File: config.mk
export PLATFORM = sky130hd
export DESIGN_NAME = inst_fetch_responder_flat
export DESIGN_NICKNAME = d
export VERILOG_FILES = /design/src/rtl/inst_fetch_responder_if.sv /design/src/rtl/inst_fetch_responder.sv /design/src/flat_wrapper.sv
export SDC_FILE = /design/constraint.sdc
export NUM_CORES = 1
export LEC_CHECK = 0
export BUFFER_PORTS_ARGS = -buffer_cell sky130_fd_sc_hd__buf_4
export CORE_MARGIN = 3
export CORE_UTILIZATION = 45
export CTS_CLUSTER_SIZE = 20
export DETAILED_ROUTE_END_ITERATION = 10
export PLACE_DENSITY_LB_ADDON = 0.1
export SYNTH_ARGS = -nofsm -noshare
export SYNTH_HDL_FRONTEND = slang
export SYNTH_SLANG_ARGS = --single-unit
File: constraint.sdc
create_clock -name Clk -period 1.75 [get_ports Clk]
set_input_delay 0.175 -clock Clk [delete_from_list [all_inputs] [get_ports Clk]]
set_output_delay 0.175 -clock Clk [all_outputs]
set_load 0.01 [all_outputs]
File: src/rtl/inst_fetch_responder_if.sv
// Fetch-side and memory read-channel signals shared by the PrePc requester,
// the fetch responder and the SoC bus.
interface inst_fetch_responder_if #(
   parameter int ADDR_W = 64,
   parameter int BUS_W  = 64,
   parameter int DATA_W = 32
);
   logic              FetchReady;
   logic [ADDR_W-1:0] FetchAddr;
   logic              ReadShakeHands;
   logic [DATA_W-1:0] InstOut;
   logic [ADDR_W-1:0] InstAddrOut;
   logic              FetchErr;
   logic              Busy;
   logic              MemArValid;
   logic              MemArReady;
   logic [ADDR_W-1:0] MemAraddr;
   logic              MemRValid;
   logic              MemRReady;
   logic [BUS_W-1:0]  MemRData;
   logic [1:0]        MemRResp;

   modport slave (
      input  FetchReady, FetchAddr, MemArReady, MemRValid, MemRData, MemRResp,
      output ReadShakeHands, InstOut, InstAddrOut, FetchErr, Busy,
             MemArValid, MemAraddr, MemRReady
   );

   modport master (
      output FetchReady, FetchAddr, MemArReady, MemRValid, MemRData, MemRResp,
      input  ReadShakeHands, InstOut, InstAddrOut, FetchErr, Busy,
             MemArValid, MemAraddr, MemRReady
   );
endinterface

File: src/rtl/inst_fetch_responder.sv
// Single-outstanding instruction fetch responder: one AR/R read per request,
// result returned to the IFU with a one-cycle ReadShakeHands pulse.
module inst_fetch_responder #(
   parameter int              ADDR_W   = 64,
   parameter int              BUS_W    = 64,
   parameter int              DATA_W   = 32,
   parameter int              TIMEOUT  = 255,
   parameter logic [31:0]     NOP_INST = 32'h0000_0013
) (
   input logic                  Clk,
   input logic                  Rst,
   inst_fetch_responder_if.slave bus
);

   localparam int         LANES   = BUS_W / 32;
   localparam logic [7:0] TO_LAST = 8'(TIMEOUT - 1);

   typedef enum logic [2:0] {IDLE, ADDR, DATA, RESP, DRAIN} state_t;

   state_t              state_q, state_d;
   logic [7:0]          cnt_q, cnt_d;
   logic [ADDR_W-1:0]   addr_q, addr_d;
   logic                drain_pend_q, drain_pend_d;
   logic                ar_valid_q, ar_valid_d;
   logic [ADDR_W-1:0]   araddr_q, araddr_d;
   logic                r_ready_q, r_ready_d;
   logic                shake_q, shake_d;
   logic                err_q, err_d;
   logic [DATA_W-1:0]   inst_q, inst_d;
   logic [ADDR_W-1:0]   inst_addr_q, inst_addr_d;
   logic                busy_q, busy_d;

   function automatic logic [DATA_W-1:0] lane_sel(input logic [BUS_W-1:0]  d,
                                                   input logic [ADDR_W-1:0] a);
      logic [DATA_W-1:0] r;
      r = d[DATA_W-1:0];
      for (int i = 1; i < LANES; i++)
         if (((a >> 2) & ADDR_W'(LANES - 1)) == ADDR_W'(i)) r = d[32*i +: DATA_W];
      return r;
   endfunction

   function automatic logic [ADDR_W-1:0] bus_align(input logic [ADDR_W-1:0] a);
      return a & ~ADDR_W'(BUS_W/8 - 1);
   endfunction

   always_comb begin
      state_d      = state_q;
      cnt_d        = cnt_q;
      addr_d       = addr_q;
      drain_pend_d = drain_pend_q;
      ar_valid_d   = 1'b0;
      araddr_d     = araddr_q;
      r_ready_d    = 1'b0;
      shake_d      = 1'b0;
      err_d        = 1'b0;
      inst_d       = inst_q;
      inst_addr_d  = inst_addr_q;

      // Outputs are registered, so each branch sets the values the next state presents.
      unique case (state_q)
         IDLE: begin
            if (bus.FetchReady) begin
               addr_d       = bus.FetchAddr;
               cnt_d        = 8'd0;
               drain_pend_d = 1'b0;
               if (bus.FetchAddr[1:0] != 2'b00) begin
                  state_d     = RESP;
                  shake_d     = 1'b1;
                  err_d       = 1'b1;
                  inst_d      = NOP_INST[DATA_W-1:0];
                  inst_addr_d = bus.FetchAddr;
               end else begin
                  state_d    = ADDR;
                  ar_valid_d = 1'b1;
                  araddr_d   = bus_align(bus.FetchAddr);
               end
            end
         end
         ADDR: begin
            cnt_d = cnt_q + 8'd1;
            if (bus.MemArReady) begin
               state_d   = DATA;
               r_ready_d = 1'b1;
            end else if (cnt_q == TO_LAST) begin
               // Address never accepted: nothing in flight, so no drain needed.
               state_d     = RESP;
               shake_d     = 1'b1;
               err_d       = 1'b1;
               inst_d      = NOP_INST[DATA_W-1:0];
               inst_addr_d = addr_q;
            end else begin
               ar_valid_d = 1'b1;
            end
         end
         DATA: begin
            cnt_d = cnt_q + 8'd1;
            if (bus.MemRValid) begin
               state_d     = RESP;
               shake_d     = 1'b1;
               err_d       = (bus.MemRResp != 2'b00);
               inst_d      = (bus.MemRResp != 2'b00) ? NOP_INST[DATA_W-1:0]
                                                     : lane_sel(bus.MemRData, addr_q);
               inst_addr_d = addr_q;
            end else if (cnt_q == TO_LAST) begin
               state_d      = RESP;
               shake_d      = 1'b1;
               err_d        = 1'b1;
               inst_d       = NOP_INST[DATA_W-1:0];
               inst_addr_d  = addr_q;
               drain_pend_d = 1'b1;
            end else begin
               r_ready_d = 1'b1;
            end
         end
         RESP: begin
            state_d   = drain_pend_q ? DRAIN : IDLE;
            r_ready_d = drain_pend_q;
         end
         DRAIN: begin
            // Swallow the late beat of the timed-out read before accepting new work.
            if (bus.MemRValid) state_d = IDLE;
            else               r_ready_d = 1'b1;
         end
         default: state_d = IDLE;
      endcase

      busy_d = (state_d != IDLE);
   end

   always_ff @(posedge Clk) begin
      if (!Rst) begin
         state_q      <= IDLE;
         cnt_q        <= '0;
         addr_q       <= '0;
         drain_pend_q <= 1'b0;
         ar_valid_q   <= 1'b0;
         araddr_q     <= '0;
         r_ready_q    <= 1'b0;
         shake_q      <= 1'b0;
         err_q        <= 1'b0;
         inst_q       <= '0;
         inst_addr_q  <= '0;
         busy_q       <= 1'b0;
      end else begin
         state_q      <= state_d;
         cnt_q        <= cnt_d;
         addr_q       <= addr_d;
         drain_pend_q <= drain_pend_d;
         ar_valid_q   <= ar_valid_d;
         araddr_q     <= araddr_d;
         r_ready_q    <= r_ready_d;
         shake_q      <= shake_d;
         err_q        <= err_d;
         inst_q       <= inst_d;
         inst_addr_q  <= inst_addr_d;
         busy_q       <= busy_d;
      end
   end

   assign bus.MemArValid     = ar_valid_q;
   assign bus.MemAraddr      = araddr_q;
   assign bus.MemRReady      = r_ready_q;
   assign bus.ReadShakeHands = shake_q;
   assign bus.FetchErr       = err_q;
   assign bus.InstOut        = inst_q;
   assign bus.InstAddrOut    = inst_addr_q;
   assign bus.Busy           = busy_q;

endmodule
File: src/flat_wrapper.sv
// flat-port wrapper written by rule: the top's interface ports become plain ports
module inst_fetch_responder_flat 
#(
   parameter int              ADDR_W   = 64,
   parameter int              BUS_W    = 64,
   parameter int              DATA_W   = 32,
   parameter int              TIMEOUT  = 255,
   parameter logic [31:0]     NOP_INST = 32'h0000_0013
)
  (Clk, Rst, bus_FetchReady, bus_FetchAddr, bus_MemArReady, bus_MemRValid, bus_MemRData, bus_MemRResp, bus_ReadShakeHands, bus_InstOut, bus_InstAddrOut, bus_FetchErr, bus_Busy, bus_MemArValid, bus_MemAraddr, bus_MemRReady);
  inst_fetch_responder_if #(.ADDR_W(ADDR_W), .BUS_W(BUS_W), .DATA_W(DATA_W)) bus_i ();
  input logic Clk;
  input logic Rst;
  input wire logic [$bits(bus_i.FetchReady)-1:0] bus_FetchReady;
  input wire logic [$bits(bus_i.FetchAddr)-1:0] bus_FetchAddr;
  input wire logic [$bits(bus_i.MemArReady)-1:0] bus_MemArReady;
  input wire logic [$bits(bus_i.MemRValid)-1:0] bus_MemRValid;
  input wire logic [$bits(bus_i.MemRData)-1:0] bus_MemRData;
  input wire logic [$bits(bus_i.MemRResp)-1:0] bus_MemRResp;
  output wire logic [$bits(bus_i.ReadShakeHands)-1:0] bus_ReadShakeHands;
  output wire logic [$bits(bus_i.InstOut)-1:0] bus_InstOut;
  output wire logic [$bits(bus_i.InstAddrOut)-1:0] bus_InstAddrOut;
  output wire logic [$bits(bus_i.FetchErr)-1:0] bus_FetchErr;
  output wire logic [$bits(bus_i.Busy)-1:0] bus_Busy;
  output wire logic [$bits(bus_i.MemArValid)-1:0] bus_MemArValid;
  output wire logic [$bits(bus_i.MemAraddr)-1:0] bus_MemAraddr;
  output wire logic [$bits(bus_i.MemRReady)-1:0] bus_MemRReady;
  assign bus_i.FetchReady = bus_FetchReady;
  assign bus_i.FetchAddr = bus_FetchAddr;
  assign bus_i.MemArReady = bus_MemArReady;
  assign bus_i.MemRValid = bus_MemRValid;
  assign bus_i.MemRData = bus_MemRData;
  assign bus_i.MemRResp = bus_MemRResp;
  assign bus_ReadShakeHands = bus_i.ReadShakeHands;
  assign bus_InstOut = bus_i.InstOut;
  assign bus_InstAddrOut = bus_i.InstAddrOut;
  assign bus_FetchErr = bus_i.FetchErr;
  assign bus_Busy = bus_i.Busy;
  assign bus_MemArValid = bus_i.MemArValid;
  assign bus_MemAraddr = bus_i.MemAraddr;
  assign bus_MemRReady = bus_i.MemRReady;
  inst_fetch_responder #(.ADDR_W(ADDR_W), .BUS_W(BUS_W), .DATA_W(DATA_W), .TIMEOUT(TIMEOUT), .NOP_INST(NOP_INST)) u_core (.Clk(Clk), .Rst(Rst), .bus(bus_i));
endmodule
Yosys cells after proc, flatten, opt, wreduce, memory -nomap -nowiden
Index checks and enable logic that the tools add are counted.

Bits in registers: 238. Output and inout bits: 165. Logic and storage cells: 82.

Add/sub/neg operators: 1. Equality and inequality tests: 10. Mux-type cells: 45. Bitwise operators: 1. Reductions and logical operators: 13.

Operators by type and width (number): $mux W64 (5); $mux W32 (7); $pmux W64 S3 (1); $pmux W32 S3 (1); $mux W3 (6); $mux W1 (16); $pmux W8 S2 (1); $pmux W3 S5 (1); $add A8 B1 Y8 const B (1); $eq A8 B8 Y1 const B (1); $mux W8 (1); $reduce_and A4 Y1 (2); $reduce_bool A2 Y1 (4); $eq A3 B2 Y1 const B (2); $ne A2 B2 Y1 const B (3); $pmux W1 S3 (2); $reduce_bool A3 Y1 (2); $ne A2 B1 Y1 const B (2); $pmux W1 S2 (2); $pmux W1 S4 (1); $reduce_and A2 Y1 (2); $eq A3 B1 Y1 const B (1); $eq A3 B3 Y1 const B (1); $logic_not A3 Y1 (1); 4 further kinds (4).

Longest topological paths before layout
Word-level depth: 5. Gate-level depth with buffers: 9. Mapped depth without buffers: 6.

Worst setup path after synthesis
No wires, ideal clock.

Path type: register -> register. From: register u_core.state_q[1]. To: register u_core.inst_addr_q[53] (netlist: u_core.bus.InstAddrOut[53]). Arrival: 1.711 ns. Data required time: 1.605 ns. Slack: -0.106 ns. Cell stages (with the launch flop): 10. Clock period less this slack: 1.856 ns. Cell sequence: dfxtp_1 > buf_6 > or3_1 > buf_2 > and2_1 > buf_6 > buf_2 > buf_2 > a21oi_1 > a311oi_2.

Word-level cells in the longest chain between the ends: 3. Elaborated cells between the ends (all ways): 9. Classes of those cells: 5 x eq/ne; 1 x mux; 3 x reduce/logical.

Ends and longest elaborated chain: start: declaration (RTL line inst_fetch_responder.sv:20) `state_t state_q, state_d;`; start signal: assignment (RTL line inst_fetch_responder.sv:145) `state_q <= state_d;`; $eq A3 B1 Y1, or another cell as far along (RTL line inst_fetch_responder.sv:60) `unique case (state_q)`; $ne A2 B2 Y1 (no line), or another cell as far along; $reduce_and A4 Y1 (no line); end signal: assignment (RTL line inst_fetch_responder.sv:155) `inst_addr_q <= inst_addr_d;`; end: declaration (RTL line inst_fetch_responder.sv:30) `logic [ADDR_W-1:0] inst_addr_q, inst_addr_d;`.

Parallel ways exist; a longest one is shown, timed or not. A chain may end at the register's enable or synchronous reset.

Worst setup path after layout
From: register u_core.state_q[0]. To: register u_core.inst_addr_q[49] (netlist: u_core.bus.InstAddrOut[49]).

Same word-level chain as after synthesis.

==> results.json <==
{
  "pwr-share-comb_pct": 29.3,
  "path_cells": "or3_1, a211o_4, and2_4, buf_12, a311oi_2",
  "drv_cap": 0,
  "vias": 12300,
  "cp.arrival_ps": 2220,
  "cp.required_ps": 2180,
  "fin_ws_ps": -34.4,
  "grt_overflow": 0,
  "power.internal_mw": 11.6,
  "finalCriticalPeriod_ps": 1780,
  "start_util_pct": 46.6,
  "multi_input_area_um2": 6080,
  "htreeDepth": 1,
  "yosysWarnings": 0,
  "grt_pass1_wl_um": 62300,
  "place.gp.congestion": 0.838,
  "synth_area_leaders": "dfxtp_1 (41%), nand2_1 (12%), a21oi_1 (8.5%)",
  "rows": 57,
  "syn_to_final_growth_pct": 47.6,
  "diodes": 0,
  "crit_path_start_kind": "flip-flop",
  "ys_async_sr_fraction_pct": 0,
  "num-fill-cells": 1974,
  "place.detailed.instances": 2024,
  "setup_tns_ps": -148,
  "cts_made_buffers": 27,
  "coreArea_um2": 24700,
  "end_kind": "flip-flop",
  "portBuffers": 296,
  "final_max_slew_viol_count": 0,
  "antenna_found_initial": 1,
  "synth-seq-area-share_pct": 41.3,
  "cpPeakStageDelay_ps": 390,
  "grt_pass1_vias": 12000,
  "die_x_um": 166,
  "cts.sinks": 238,
  "routed_wl_um": 40500,
  "p_seq_share_pct": 37.4,
  "cts_root_buf": "clkbuf_16",
  "yosysTopAreaCell": "dfxtp_1",
  "drc": 0,
  "final_cell_mix": "nand2_1 (354), buf_4 (347), dfxtp_1 (230)",
  "synthFlopType": "dfxtp_1",
  "hold_violations": 0,
  "first_iter_violations": 634,
  "ir_drop_mv": 0.845,
  "clk_path_buf_depth": 3,
  "hpwl_um": 24300,
  "net-switching-power_mw": 5.45,
  "grt_usage_pct": 26.6,
  "syn_area_per_cell_um2": 7.85,
  "fin_cells": 2210,
  "dieArea_um2": 27600,
  "grt_max_degree": 44,
  "finalCritPeriodShare_pct": 102,
  "cts.clk_slew.worst_paths_ps": 60,
  "setup_violations": 17,
  "swShare_pct": 31.9,
  "hp-class": "in2reg",
  "final-seq-area_um2": 4780,
  "crit_slowest_cell": "a211o_4",
  "crit_type": "reg2reg",
  "synthCells": 1470,
  "power_density_nw_per_um2": 1000,
  "netlist.area_leader.share_pct": 41.3,
  "fin_skew_ps": 10.3,
  "synth_area_um2": 11500,
  "viasPerCell": 5.57,
  "cts_tree": "yes",
  "routedWlPerCell_um": 18.3,
  "ys_ff_latch": 238,
  "drtAntennaViolNets": 0,
  "ys_types": 54,
  "pwr-share-clk_pct": 33.3,
  "drive_gt1_share_pct": 28.8,
  "max_freq_ghz": 0.560,
  "violations": "negative setup slack",
  "final_net_count": 2003,
  "dr.pass1.iters": 5,
  "clk_latency_ps": 530,
  "synth_enable_flop_cells": 0,
  "die-height_um": 166,
  "leakage_nw": 6.65,
  "ioPinCount": 300,
  "worstPathMaxFanout": 15,
  "final_common_cell": "nand2_1",
  "status": "finished with violations",
  "rsz0062_at_grt": "yes",
  "power_mw": 17.1
}
[critical path: cells and delay by family (launching register included)]
kind / cells / cell delay [ps]
and+or+nand+nor: 2 / 550
buffers and inverters: 1 / 180
DFF: 1 / 350
AOI/OAI and AO/OA: 2 / 600
[repair_timing]
| item | 4_1_cts | 5_1_grt |
|---|---|---|
| hold buffers | 121 | 0 |
| setup buffers | 1 | 8 |
| resized for setup | 6 | 29 |
| cloned | 0 | 7 |
| pin swaps | 2 | 7 |
| endpoints found under the setup margin | 64 | 157 |
| endpoints found under the hold margin | 215 | 0 |
[worst paths after layout]
path | start | to | slack [ps] | cells after the start
max | u_core.state_q[0] | u_core.bus.InstAddrOut[49] | -30 | 5
min | Rst | u_core.bus.InstOut[2] | 20 | 3
max reg2reg | u_core.state_q[0] | u_core.bus.InstAddrOut[49] | -30 | 5
min reg2reg | u_core.bus.MemAraddr[19] | u_core.bus.MemAraddr[19] | 450 | 2
[registers in the layout, indices dropped and copies added, names as in the netlist]
signal / cells
u_core.bus.MemRReady: 1
u_core.bus.FetchErr: 1
u_core.addr_q: 64
u_core.bus.InstOut: 32
u_core.bus.Busy: 1
u_core.cnt_q: 8
u_core.drain_pend_q: 1
u_core.bus.MemArValid: 1
u_core.state_q: 3
u_core.bus.MemAraddr: 61
u_core.bus.InstAddrOut: 64
u_core.bus.ReadShakeHands: 1
[per-layer routing]
metal,global-route usage (%),part of all wire [%],wire (µm),vias up
met2,47.4,50,20100,419
li1,-,-,-,5949
met4,8.79,2.9,1160,2
met1,32.5,41,16600,5862
met3,5.05,6.5,2630,88
met5,0,0.017,7,-
[cell type report]
class	count	share of cell area (%)
multi-input cells	1021	35.7
flip-flops and latches	238	28.0
repair buffers	509	27.1
clock buffers	38	4.75
well taps	324	2.38
inverters	69	1.55
clock inverters	11	0.522
[power by group through the flow]
stage / clock (mW) / combinational [mW] / sequential, mW
finish: 5.68 / 5.00 / 6.38
global route: 5.98 / 5.40 / 6.45
detailed placement: 0 / 4.55 / 6.47
global placement: 0 / 4.45 / 6.46
floorplan: 0 / 2.60 / 6.54
CTS: 5.77 / 4.81 / 6.36
[stage by stage]
stage | area, µm² | setup WS (ps) | utilization, % | hold WS, ps
global placement | 14500 | -5.00 | 58.7 | 437
floorplan | 11600 | -36.0 | - | 311
CTS | 16700 | -5.72 | 67.4 | 6.45
global route | 17000 | -102 | 68.8 | 18.2
detailed placement | 14500 | -52.5 | 58.7 | 440
finish | 17000 | -34.4 | 68.8 | 25.0
[synthesized netlist by cell type (3+ instances only)]
| cell | instances |
|---|---|
| a311oi_2 | 60 |
| nand4_1 | 4 |
| o22ai_1 | 30 |
| buf_6 | 9 |
| a311oi_1 | 7 |
| buf_2 | 17 |
| buf_4 | 3 |
| inv_1 | 68 |
| o21ai_0 | 8 |
| clkbuf_1 | 106 |
| a31oi_1 | 3 |
| a21oi_1 | 195 |
| o311ai_0 | 3 |
| nand2_1 | 355 |
| mux2i_1 | 32 |
| dfxtp_1 | 238 |
| nor2_1 | 81 |
| buf_1 | 9 |
| and3_1 | 3 |
| o211ai_1 | 128 |
| nand3_1 | 4 |
| xor2_1 | 5 |
| nor3_1 | 65 |
| and4_1 | 3 |
[kinds of logic after synthesis]
group,Yosys count,share of synthesized area (%)
simple gates,532,19.0
compound gates,445,28.3
flops,238,41.3
buf+inv,213,7.80
mux,33,2.87
xor+xnor,6,0.456
fa+ha+maj,2,0.217
other cells,1,0.0325
(Power assumes the default switching activity.)
